## src/rtl/pc_sequencer.sv

```systemverilog
// pc_sequencer: program-counter stage of the single-cycle CPU.
//
// Purpose
//   Holds the PC and drives the instruction memory address with it.
//   Produces PC+1 and the PC-relative branch target, both modulo 2^WIDTH.
//   Contains a small return-address stack (RAS) for call/ret, and supports stalls.
//
// Ports
//   clk            in   1      system clock, rising edge
//   reset          in   1      synchronous, active-high
//   en             in   1      1 = advance, 0 = stall (all state holds)
//   branch_taken   in   1      take PC-relative branch
//   branch_offset  in   WIDTH  two's-complement offset, relative to PC+1
//   jump           in   1      absolute jump to jump_target
//   call           in   1      push PC+1, then jump to jump_target
//   ret            in   1      pop the RAS top into the PC
//   jump_target    in   WIDTH  absolute target for jump/call
//   pc             out  WIDTH  current PC (registered)
//   pc_plus1       out  WIDTH  pc + 1
//   branch_addr    out  WIDTH  pc + 1 + branch_offset
//   stack_empty    out  1      RAS holds no entries
//   stack_full     out  1      RAS holds STACK_DEPTH entries
//   stack_err      out  1      sticky overflow/underflow flag
//
// Next-PC priority with en = 1: ret > call > jump > branch_taken > pc_plus1.
// Lower-priority requests in the same cycle are dropped completely.
// This block has no FSM and no valid/ready handshake. The RAS count is the
// only control state, and it is visible through stack_empty and stack_full.
module pc_sequencer #(
  parameter int WIDTH       = 8,
  parameter int RESET_PC    = 0,
  parameter int STACK_DEPTH = 4
) (
  input  logic             clk,
  input  logic             reset,
  input  logic             en,
  input  logic             branch_taken,
  input  logic [WIDTH-1:0] branch_offset,
  input  logic             jump,
  input  logic             call,
  input  logic             ret,
  input  logic [WIDTH-1:0] jump_target,
  output logic [WIDTH-1:0] pc,
  output logic [WIDTH-1:0] pc_plus1,
  output logic [WIDTH-1:0] branch_addr,
  output logic             stack_empty,
  output logic             stack_full,
  output logic             stack_err
);

  // The count needs to hold 0..STACK_DEPTH. Entry indices need to hold 0..STACK_DEPTH-1.
  localparam int CW = $clog2(STACK_DEPTH + 1);
  localparam int AW = $clog2(STACK_DEPTH);
  localparam logic [CW-1:0]    FULL_CNT = CW'(STACK_DEPTH);
  localparam logic [WIDTH-1:0] PC_INIT  = WIDTH'(RESET_PC);

  logic [WIDTH-1:0] ras [STACK_DEPTH];
  logic [CW-1:0]    count;
  logic [CW-1:0]    count_m1;
  logic [AW-1:0]    push_idx;
  logic [AW-1:0]    top_idx;
  logic [WIDTH-1:0] ras_top;

  logic [WIDTH-1:0] pc_next;
  logic [CW-1:0]    count_next;
  logic             err_next;
  logic             push;

  // Unsigned addition wraps modulo 2^WIDTH. That gives the same result as
  // adding the offset as a signed two's-complement value.
  assign pc_plus1    = pc + WIDTH'(1);
  assign branch_addr = pc_plus1 + branch_offset;

  assign stack_empty = (count == '0);
  assign stack_full  = (count == FULL_CNT);

  // A push writes entry[count] and a pop reads entry[count-1].
  // These indices are only used when count is in range: a push only when
  // the stack is not full, a pop only when it is not empty.
  assign count_m1 = count - CW'(1);
  assign push_idx = count[AW-1:0];
  assign top_idx  = count_m1[AW-1:0];
  assign ras_top  = ras[top_idx];

  always_comb begin
    pc_next    = pc_plus1;
    count_next = count;
    err_next   = stack_err;
    push       = 1'b0;
    if (ret) begin
      if (!stack_empty) begin
        pc_next    = ras_top;
        count_next = count_m1;
      end else begin
        // Underflow: fall through to pc+1 and flag the error.
        err_next = 1'b1;
      end
    end else if (call) begin
      // The call always jumps. On overflow the return address is lost.
      pc_next = jump_target;
      if (!stack_full) begin
        push       = 1'b1;
        count_next = count + CW'(1);
      end else begin
        err_next = 1'b1;
      end
    end else if (jump) begin
      pc_next = jump_target;
    end else if (branch_taken) begin
      pc_next = branch_addr;
    end
  end

  always_ff @(posedge clk) begin
    if (reset) begin
      pc        <= PC_INIT;
      count     <= '0;
      stack_err <= 1'b0;
    end else if (en) begin
      pc        <= pc_next;
      count     <= count_next;
      stack_err <= err_next;
    end
  end

  // Entry contents do not need a reset value: count gates every read.
  always_ff @(posedge clk) begin
    if (!reset && en && push) begin
      ras[push_idx] <= pc_plus1;
    end
  end

endmodule

```

## config.mk

```make
export PLATFORM = sky130hd
export DESIGN_NAME = pc_sequencer
export DESIGN_NICKNAME = d
export VERILOG_FILES = /design/src/rtl/pc_sequencer.sv
export SDC_FILE = /design/constraint.sdc
export NUM_CORES = 1
export LEC_CHECK = 0
export ABC_AREA = 1
export BUFFER_PORTS_ARGS = -buffer_cell sky130_fd_sc_hd__buf_2
export CAP_MARGIN = 10
export CORE_MARGIN = 4
export CORE_UTILIZATION = 50
export CTS_CLUSTER_DIAMETER = 50
export DETAILED_ROUTE_END_ITERATION = 6
export GPL_TIMING_DRIVEN = 0
export PLACE_DENSITY = 0.74
export RECOVER_POWER = 25
export SKIP_LAST_GASP = 1
export SYNTH_ARGS = -nofsm -noshare
export SYNTH_HDL_FRONTEND = slang
export SYNTH_SLANG_ARGS = --single-unit
```

## constraint.sdc

```tcl
create_clock -name clk -period 2.9 [get_ports clk]
set_clock_uncertainty 0.15 [all_clocks]
set_input_delay 0.29 -clock clk [delete_from_list [all_inputs] [get_ports clk]]
set_output_delay 0.29 -clock clk [all_outputs]
set_load 0.01 [all_outputs]
```

==> run metrics, run 1 <==
critical path endpoint category=output pin; Synth Instances=300; pin count of the biggest net entering global routing=14; RSZ-0062 raised after global routing=yes; fin crit period=2.797 ns; Routed WL per cell=15.31 um; GRT Util Overall=21.78%; outcome=complete, no violations; worst hold margin=0.01100 ns; Max-Cap Viols=0; number of remaining DRC errors=0; Yosys cell types=34; Via density=5.223; Post-Synthesis Cell Area=2609 um^2; Yosys top cell area share=36.83%; arrival time at the worst endpoint=2.36 ns; Rows=26; die height=80.23 um; Post-Syn Area per Cell=8.696 um^2; switching share of power=33.45%; final setup TNS=0 ns; Tcrit/Tclk final=96.43%; Core Box Area=5075 um^2; die boundary width=80.23 um; Switching Power=531.9 uW; Hold Path Class=input pin to flip-flop; hold_buf cts=0; Pins Over Slew Limit=0; Sequential Area=1211 um^2; fin util=63.44%; fmax=357.6 MHz; actual slew at the worst max-slew pin=0.4181 ns; non-filler cells, final=431; total wire length after detailed routing=6.598 mm; DRC violation total after the first TritonRoute iteration=127; via count=2251; NumNets Final=398; IO Pins=50; Finish-stage setup viols=0; CTS max path bufs=2; Initial Util=51.41%; VDD IR-drop max=255.0 uV; Clock Latency Late Sink=0.29 ns; ANT nets after route=0; sequential fraction of the synthesis area=46.04%; CTS root buf=clkbuf_8; CTS Buf Count=5; area of the multi-input gates=1336 um^2; LEAKAGE=0.001414 uW; relative slew slack=72.02%; # diodes=0; gpl congestion=0.8472; Mapped Nets=338; die area=6437 um^2; Setup CP Type=flip-flop to output pin; final hold vios=0; number of buffers added on ports=49; post-DP HPWL=4.739 mm; Syn. warnings=0; Worst-path clk slew=0.08 ns; H-tree Lvls=2; antenna violations before repair=0; CP Data Required Time=2.46 ns; Comb pwr share=31.4%; fill count=463; Int Power=1058 uW; share of layout cells above drive strength 1=28.81%; Area Growth Syn to Fin=23.41%; synth top area cells=edfxtp_1 (37%), dfxtp_1 (9.2%), nand2_1 (6.9%); Pwr Density=493.9 nW/um^2; Remaining Overflow, GRT=0; CP startpoint kind=flip-flop; CP max FO=8; Clock power frac=22.6%; vias in the first global route=2211; Inst Count DP=419; Seq pwr share=46.1%; Synth area leader=edfxtp_1; Sink Count=44; first-pass GRT wire length=10.76 mm; drt pass-1 iters=4; CTS tree=done; Design Area, Final=3219 um^2; Yosys reg bits=44; Cell Area, Placed=2942 um^2
## cells in the final DEF (no fill, tap or decap), types with 2 or more instances in the layout
cell type,instances
buf_2,50
nand2_1,48
inv_1,39
o21ai_0,33
edfxtp_1,32
nor2_1,26
a21oi_1,19
ha_1,10
o22ai_1,9
dfxtp_1,8
nand2_2,7
nor2_4,7
nand3_2,6
buf_4,6
clkbuf_8,6
o211ai_1,6
nand3_1,5
xor2_1,5
o21ai_1,4
ha_4,4
inv_2,3
clkbuf_1,3
xor2_4,2
clkinv_1,2
a221oi_1,2
a22oi_1,2
clkinv_2,2
dfxtp_4,2
dfxtp_2,2
## power groups by stage
stage	Combinational [uW]	Sequential, uW	Clock, uW
finish	499	733	359
global route	560	736	391
CTS	472	731	364
detailed placement	459	741	0
global placement	450	740	0
floorplan	299	741	0
## layer usage
layer | vias to the layer above | share of wire (%) | global-route usage (%)
li1 | 1131 | - | -
met1 | 1045 | 42 | 28.10
met2 | 66 | 51 | 38.58
met3 | 9 | 5.5 | 2.354
met4 | 0 | 1.6 | 5.912
met5 | - | 0 | 0
## sequential cells by signal, indices dropped and copies added (netlist names)
name / cells
ras: 32
pc: 8
count: 3
stack_err: 1
## worst max-delay path: stages, from the launching register on
cell and delay, ns:
dfxtp_4 0.40, ha_4 0.18, xor2_4 0.28, ha_1 0.33, a21oi_1 0.19, nand2_1 0.14
nand2_1 0.08, nand2_1 0.06, xor2_1 0.20, inv_1 0.06, buf_2 0.14
## cell usage after synthesis (all sizes together)
cell    count
nand2      55
inv        42
o21ai      38
nor2       34
edfxtp     32
a21oi      20
ha         14
dfxtp      12
nand3      11
o22ai       9
xor2        7
o211ai      6
buf         4
clkbuf      4
a221oi      2
a22oi       2
xnor2       2
a31o        1
clkinv      1
fa          1
nor3        1
o21bai      1
o221a       1
## through the flow
step / worst slack (ns) / total power (uW)
6_report: 0.1034 / 1590
5_1_grt: -0.07262 / 1687
4_1_cts: -0.08227 / 1566
3_5_place_dp: -0.06428 / 1199
3_3_place_gp: 0.003235 / 1191
2_1_floorplan: 0.3185 / 1040
## cells by family (layout without fill, tap and decap cells)
family | Yosys count | count (layout) | synth area share (%)
AO/OA/AOI/OAI | 80 | 80 | 17.46
XOR/XNOR | 9 | 9 | 3.598
adder cells (fa/ha/maj) | 15 | 15 | 7.482
buffers and inverters | 51 | 112 | 8.105
flip-flops | 44 | 44 | 46.04
AND/OR/NAND/NOR | 101 | 101 | 17.31
## what timing repair did
item	CTS	global route
pin swaps	1	3
endpoints found under the hold margin	0	0
gates resized for setup	11	18
endpoints found under the setup margin	37	40
cloned	0	0
setup buffers	1	4
## final cells by class
type                    count  share of cell area, %
flip-flops and latches     44                  37.62
multi-input cells         205                  41.51
clock inverters             3                 0.4275
repair buffers             54                  9.133
inverters                  43                  5.014
plain buffers               7                  1.438
clock buffers               5                  2.138
well taps                  70                  2.721
## path summary, 6_finish.rpt
check,slack (ns),depth (start not counted),end,startpoint
min reg2reg,0.33,2,stack_err$_SDFFE_PP0P_,stack_err$_SDFFE_PP0P_
max reg2reg,0.15,7,ras[2][0]$_DFFE_PP_,count[0]$_SDFFE_PP0P_
min,0.01,2,stack_err$_SDFFE_PP0P_,reset
max,0.10,10,branch_addr[5],pc[1]$_SDFFE_PP0P_
(Power assumes the default switching activity.)
==> inputs of run 2 (changes only) <==
--- a/config.mk
+++ b/config.mk
@@ -15,6 +15,7 @@
 export GPL_TIMING_DRIVEN = 0
 export PLACE_DENSITY = 0.74
 export RECOVER_POWER = 25
+export SETUP_SLACK_MARGIN = 0.3
 export SKIP_LAST_GASP = 1
 export SYNTH_ARGS = -nofsm -noshare
 export SYNTH_HDL_FRONTEND = slang
==> run metrics, run 2 (synthesized netlist as in run 1, its figures left out) <==
LEAKAGE=0.001540 uW (was 0.001414 uW); CTS tree=done (unchanged); Hold Path Class=input pin to flip-flop (unchanged); min-delay src=reset (unchanged); largest register by flop count=ras (unchanged); setup ws final=0.2465 ns (was 0.1034 ns); max FFs per register=32 (unchanged); critical path endpoint category=output pin (unchanged); worst reg2reg path depth=8 (was 7); Via density=5.350 (was 5.223); CP startpoint kind=flip-flop (unchanged); most common cell after layout, fill and taps aside=buf_2 (unchanged); Sink Count=44 (unchanged); die boundary width=80.23 um (unchanged); final hold vios=0 (unchanged); GRT Util Overall=22.55% (was 21.78%); H-tree Lvls=2 (unchanged); Initial Util=51.41% (unchanged); Inst Count DP=419 (unchanged); RSZ-0062 raised after global routing=yes (unchanged); non-filler cells, final=451 (was 431); Max-Cap Viols=0 (unchanged); commonest cells after routing, fill and taps aside=buf_2 (47), nand2_1 (43), inv_1 (35) (was buf_2 (50), nand2_1 (48), inv_1 (39)); Setup CP Type=flip-flop to output pin (unchanged); die height=80.23 um (unchanged); CTS Buf Count=5 (unchanged); fmax=376.9 MHz (was 357.6 MHz); outcome=complete, no violations (unchanged); Tcrit/Tclk final=91.50% (was 96.43%); gpl congestion=0.8472 (unchanged); Top Registers=ras: 32 flops, pc: 8 flops, count: 3 flops (unchanged); DRC violation total after the first TritonRoute iteration=146 (was 127); DP Worst Slack=-0.06428 ns (unchanged); CP max FO=5 (was 8); first-pass GRT wire length=11.14 mm (was 10.76 mm); Clock Latency Late Sink=0.29 ns (about the same); CTS root buf=clkbuf_8 (unchanged); vias in the first global route=2332 (was 2211); actual slew at the worst max-slew pin=0.4178 ns (was 0.4181 ns); fill count=415 (was 463); VDD IR-drop max=256.5 uV (was 255.0 uV); antenna violations before repair=0 (unchanged); number of buffers added on ports=49 (unchanged); IO Pins=50 (unchanged); ANT nets after route=0 (unchanged); Area Growth Syn to Fin=33.00% (was 23.41%); relative slew slack=72.05% (was 72.02%); CTS max path bufs=2 (unchanged); total wire length after detailed routing=7.172 mm (was 6.598 mm); NumNets Final=418 (was 398); hold path depth=2 (unchanged); pin count of the biggest net entering global routing=14 (unchanged); Pwr Density=479.6 nW/um^2 (was 493.9 nW/um^2); Hold EP=stack_err$_SDFFE_PP0P_ (unchanged); via count=2413 (was 2251); Rows=26 (unchanged); Routed WL per cell=15.90 um (was 15.31 um); R2R Setup Slk=0.44 ns (was 0.15 ns); drt pass-1 iters=5 (was 4); CP Data Required Time=2.46 ns (about the same); # diodes=0 (unchanged); share of layout cells above drive strength 1=35.17% (was 28.81%); post-DP HPWL=4.739 mm (unchanged); Core Box Area=5075 um^2 (unchanged); fin crit period=2.654 ns (was 2.797 ns); Worst R2R End=ras[0][4]$_DFFE_PP_ (was ras[2][0]$_DFFE_PP_); number of remaining DRC errors=0 (unchanged); Remaining Overflow, GRT=0 (unchanged); Worst-path clk slew=0.09 ns (was 0.08 ns); area of the multi-input gates=1415 um^2 (was 1336 um^2); arrival time at the worst endpoint=2.21 ns (was 2.36 ns); die area=6437 um^2 (unchanged); r2r startpoint=count[0]$_SDFFE_PP0P_ (unchanged); Pins Over Slew Limit=0 (unchanged); Finish-stage setup viols=0 (unchanged); Sequential Area=1220 um^2 (was 1211 um^2)
## run 2: changes by cell type in the layout (fill, tap and decap cells not counted), moves of 3 or more
cell      before  now
buf_2         50   47
buf_4          6   17
clkbuf_1       3    8
clkbuf_4       0    4
dfxtp_4        2    5
inv_1         39   35
inv_2          3    6
nand2_1       48   43
nand2_4        0    4
## run 2: metal layers
layer	up-vias	part of all wire (%)	GRT usage, %
met3	10	5.6	3.027
li1	1176	-	-
met1	1142	42	28.14
met5	-	0	0
met4	0	1.2	6.419
met2	85	52	40.48
## run 2: how the worst max path moves through the flow
| stage | start | endpoint | depth (start not counted) |
|---|---|---|---|
| floorplan | pc[1]$_SDFFE_PP0P_ | pc[3]$_SDFFE_PP0P_ | 10 |
| global placement | count[0]$_SDFFE_PP0P_ | ras[3][1]$_DFFE_PP_ | 7 |
| detailed placement | count[0]$_SDFFE_PP0P_ | ras[0][4]$_DFFE_PP_ | 7 |
| CTS | pc[0]$_SDFFE_PP0P_ | branch_addr[5] | 10 |
| global route | pc[0]$_SDFFE_PP0P_ | branch_addr[7] | 15 |
| finish | pc[0]$_SDFFE_PP0P_ | branch_addr[7] | 14 |
## run 2: worst max-delay path, cell delays in order (launching register included)
cell	delay (ns)
dfxtp_4	0.41
ha_4	0.20
nand2_4	0.08
nor2_4	0.10
nand2_4	0.07
xnor2_4	0.21
ha_4	0.25
a21oi_2	0.13
nand2_1	0.06
inv_1	0.06
nand2_2	0.08
inv_2	0.06
nand2_2	0.04
nand2_1	0.05
buf_2	0.12
## run 2: power breakdown
part | switching, uW | internal (uW) | leakage, uW
clock | 203 | 164 | 0.0000453
sequential | 31.0 | 702 | 0.000393
combinational | 338 | 227 | 0.00110
total | 571 | 1090 | 0.00154
## run 2: repair_timing
action,4_1_cts,5_1_grt
buffers inserted,10,14
pin swaps,13,9
hold buffers,0,0
setup endpoints to repair,46,41
gates resized for setup,39,20
## run 2: final cells by class
| type | count | area share, % |
|---|---|---|
| inverters | 43 | 4.688 |
| flip-flops and latches | 44 | 35.16 |
| clock inverters | 3 | 0.3967 |
| plain buffers | 8 | 1.551 |
| well taps | 70 | 2.524 |
| repair buffers | 73 | 12.91 |
| clock buffers | 5 | 1.983 |
| multi-input cells | 205 | 40.79 |
## run 2: per-stage QoR
| step | util (%) | hold WS (ns) | power, uW | area, um^2 | TNS, ns |
|---|---|---|---|---|---|
| detailed placement | 57.96 | 0.3082 | 1199 | 2942 | -1.393 |
| finish | 68.37 | 0.001333 | 1664 | 3470 | 0 |
| CTS | 65.06 | 0.008543 | 1601 | 3302 | 0 |
| global placement | 57.96 | 0.3025 | 1191 | 2942 | 0 |
| global route | 68.37 | 0.004971 | 1757 | 3470 | 0 |
| floorplan | - | 0.2124 | 1040 | 2609 | 0 |
==> inputs of run 3 (changes only) <==
--- a/config.mk
+++ b/config.mk
@@ -8,6 +8,7 @@
 export ABC_AREA = 1
 export BUFFER_PORTS_ARGS = -buffer_cell sky130_fd_sc_hd__buf_2
 export CAP_MARGIN = 10
+export CORE_ASPECT_RATIO = 1.5
 export CORE_MARGIN = 4
 export CORE_UTILIZATION = 50
 export CTS_CLUSTER_DIAMETER = 50
==> constraint.sdc (replaced) <==
create_clock -name clk -period 2.9 [get_ports clk]
set_clock_uncertainty 0.15 [all_clocks]
set_input_delay 0.29 -clock clk [delete_from_list [all_inputs] [get_ports clk]]
set_output_delay 0.29 -clock clk [all_outputs]
set_load 0.1 [all_outputs]
==> run metrics, run 3 (synthesized netlist as in run 1, its figures left out) <==
outcome=finished with violations (was complete, no violations); failing checks=setup timing; VDD IR-drop max=519.1 uV (was 256.5 uV); R2R Setup Slk=0.18 ns (was 0.44 ns); die boundary width=66.98 um (was 80.23 um); Hold Path Class=input pin to flip-flop (unchanged); Initial Util=52.96% (was 51.41%); H-tree Lvls=2 (unchanged); hold_buf cts=0 (unchanged); CTS root buf=clkbuf_8 (unchanged); # diodes=0 (unchanged); antenna violations before repair=0 (unchanged); via count=2503 (was 2413); Routed WL per cell=18.27 um (was 15.90 um); post-DP HPWL=5.259 mm (was 4.739 mm); fmax=343.2 MHz (was 376.9 MHz); CP startpoint kind=flip-flop (unchanged); share of layout cells above drive strength 1=44.88% (was 35.17%); number of remaining DRC errors=0 (unchanged); die area=6461 um^2 (was 6437 um^2); Max-Cap Viols=0 (unchanged); CTS max path bufs=2 (unchanged); Finish-stage setup viols=2 (was 0); Rows=31 (was 26); number of buffers added on ports=49 (unchanged); gpl congestion=0.8361 (was 0.8472); vias in the first global route=2537 (was 2332); fin crit period=2.914 ns (was 2.654 ns); RSZ-0062 raised after global routing=yes (unchanged); Worst-path clk slew=0.08 ns (was 0.09 ns); IO Pins=50 (unchanged); Top Registers=ras: 32 flops, pc: 8 flops, count: 3 flops (unchanged); die height=96.47 um (was 80.23 um); Inst Count DP=415 (was 419); most common cell after layout, fill and taps aside=buf_2 (unchanged); Remaining Overflow, GRT=0 (unchanged); GRT Util Overall=25.56% (was 22.55%); Setup CP Type=flip-flop to output pin (unchanged); worst reg2reg path depth=20 (was 8); non-filler cells, final=447 (was 451); Pwr Density=597.9 nW/um^2 (was 479.6 nW/um^2); CP Data Required Time=2.46 ns (about the same); actual slew at the worst max-slew pin=0.5052 ns (was 0.4178 ns); Pins Over Slew Limit=0 (unchanged); first-pass GRT wire length=12.24 mm (was 11.14 mm); min-delay src=reset (unchanged); NumNets Final=418 (unchanged); area of the multi-input gates=1669 um^2 (was 1415 um^2); Area Growth Syn to Fin=47.39% (was 33.00%); Tcrit/Tclk final=100.5% (was 91.50%); DRC violation total after the first TritonRoute iteration=146 (unchanged); total wire length after detailed routing=8.165 mm (was 7.172 mm); CP max FO=3 (was 5); pin count of the biggest net entering global routing=13 (was 14); setup ws final=-0.01374 ns (was 0.2465 ns); final setup TNS=-0.02233 ns (was 0 ns); CTS tree=done (unchanged); max FFs per register=32 (unchanged); commonest cells after routing, fill and taps aside=buf_2 (44), nand2_1 (33), edfxtp_1 (32) (was buf_2 (47), nand2_1 (43), inv_1 (35)); Worst R2R End=pc[7]$_SDFFE_PP0P_ (was ras[0][4]$_DFFE_PP_); Core Box Area=4926 um^2 (was 5075 um^2); ANT nets after route=0 (unchanged); drt pass-1 iters=5 (unchanged); worst hold margin=0.01001 ns (was 0.001333 ns); LEAKAGE=0.001599 uW (was 0.001540 uW); critical path endpoint category=output pin (unchanged); Sequential Area=1225 um^2 (was 1220 um^2); final hold vios=0 (unchanged); Sink Count=44 (unchanged); DP Worst Slack=-0.1711 ns (was -0.06428 ns); Via density=5.600 (was 5.350); r2r startpoint=pc[1]$_SDFFE_PP0P_ (was count[0]$_SDFFE_PP0P_); arrival time at the worst endpoint=2.47 ns (was 2.21 ns); Clock Latency Late Sink=0.29 ns (about the same); CTS Buf Count=5 (unchanged); Worst setup endpoint=branch_addr[5] (was branch_addr[7]); relative slew slack=66.55% (was 72.05%); fill count=334 (was 415); largest register by flop count=ras (unchanged); CP Launch Point=pc[1]$_SDFFE_PP0P_ (was pc[0]$_SDFFE_PP0P_)
## run 3: layout make-up
cell class,instances,area share (%)
multi-input combinational,205,43.41
sequential,44,31.86
timing repair buffer,73,14.32
inverter,43,4.849
tap,66,2.148
clock buffer,7,1.985
buffer,8,1.334
clock inverter,1,0.09762
## run 3: repair_timing
| action | in CTS | in global routing |
|---|---|---|
| setup buffers | 17 | 7 |
| setup endpoints to repair | 47 | 47 |
| resized for setup | 41 | 30 |
| pin swaps | 15 | 15 |
## run 3: power breakdown
part / internal, uW / total (uW) / switching, uW
clock network: 168 / 357 / 189
registers: 703 / 734 / 31.6
logic: 376 / 1210 / 832
total: 1250 / 2300 / 1050
## run 3: worst min path at each step
stage,depth (start not counted),end
finish,2,stack_err$_SDFFE_PP0P_
global route,2,stack_err$_SDFFE_PP0P_
CTS,2,stack_err$_SDFFE_PP0P_
detailed placement,2,stack_err$_SDFFE_PP0P_
global placement,2,stack_err$_SDFFE_PP0P_
floorplan,1,stack_err$_SDFFE_PP0P_
## run 3: layer usage
| metal | track usage [%] | wire length (um) |
|---|---|---|
| met1 | 26.91 | 2885 |
| met2 | 50.00 | 4640 |
| met4 | 9.814 | 231 |
| met3 | 3.356 | 408 |
| met5 | 0 | 0 |
## run 3: critical path: stages, from the launching register on
cell and delay (ns):
dfxtp_4 0.37, ha_4 0.20, a31o_4 0.25, o21ai_4 0.08, clkinvlp_4 0.16, ha_4 0.31
nand2_1 0.09, nand2_2 0.09, inv_2 0.05, nand2_4 0.07, xor2_4 0.20, clkinvlp_4 0.13
buf_12 0.17
## run 3: metrics by stage
stage	area [um^2]	utilization [%]	total power, uW
2_1_floorplan	2965	-	1572
3_3_place_gp	3293	66.85	1725
3_5_place_dp	3293	66.85	1736
4_1_cts	3690	74.90	2209
5_1_grt	3845	78.05	2401
6_report	3845	78.05	2299
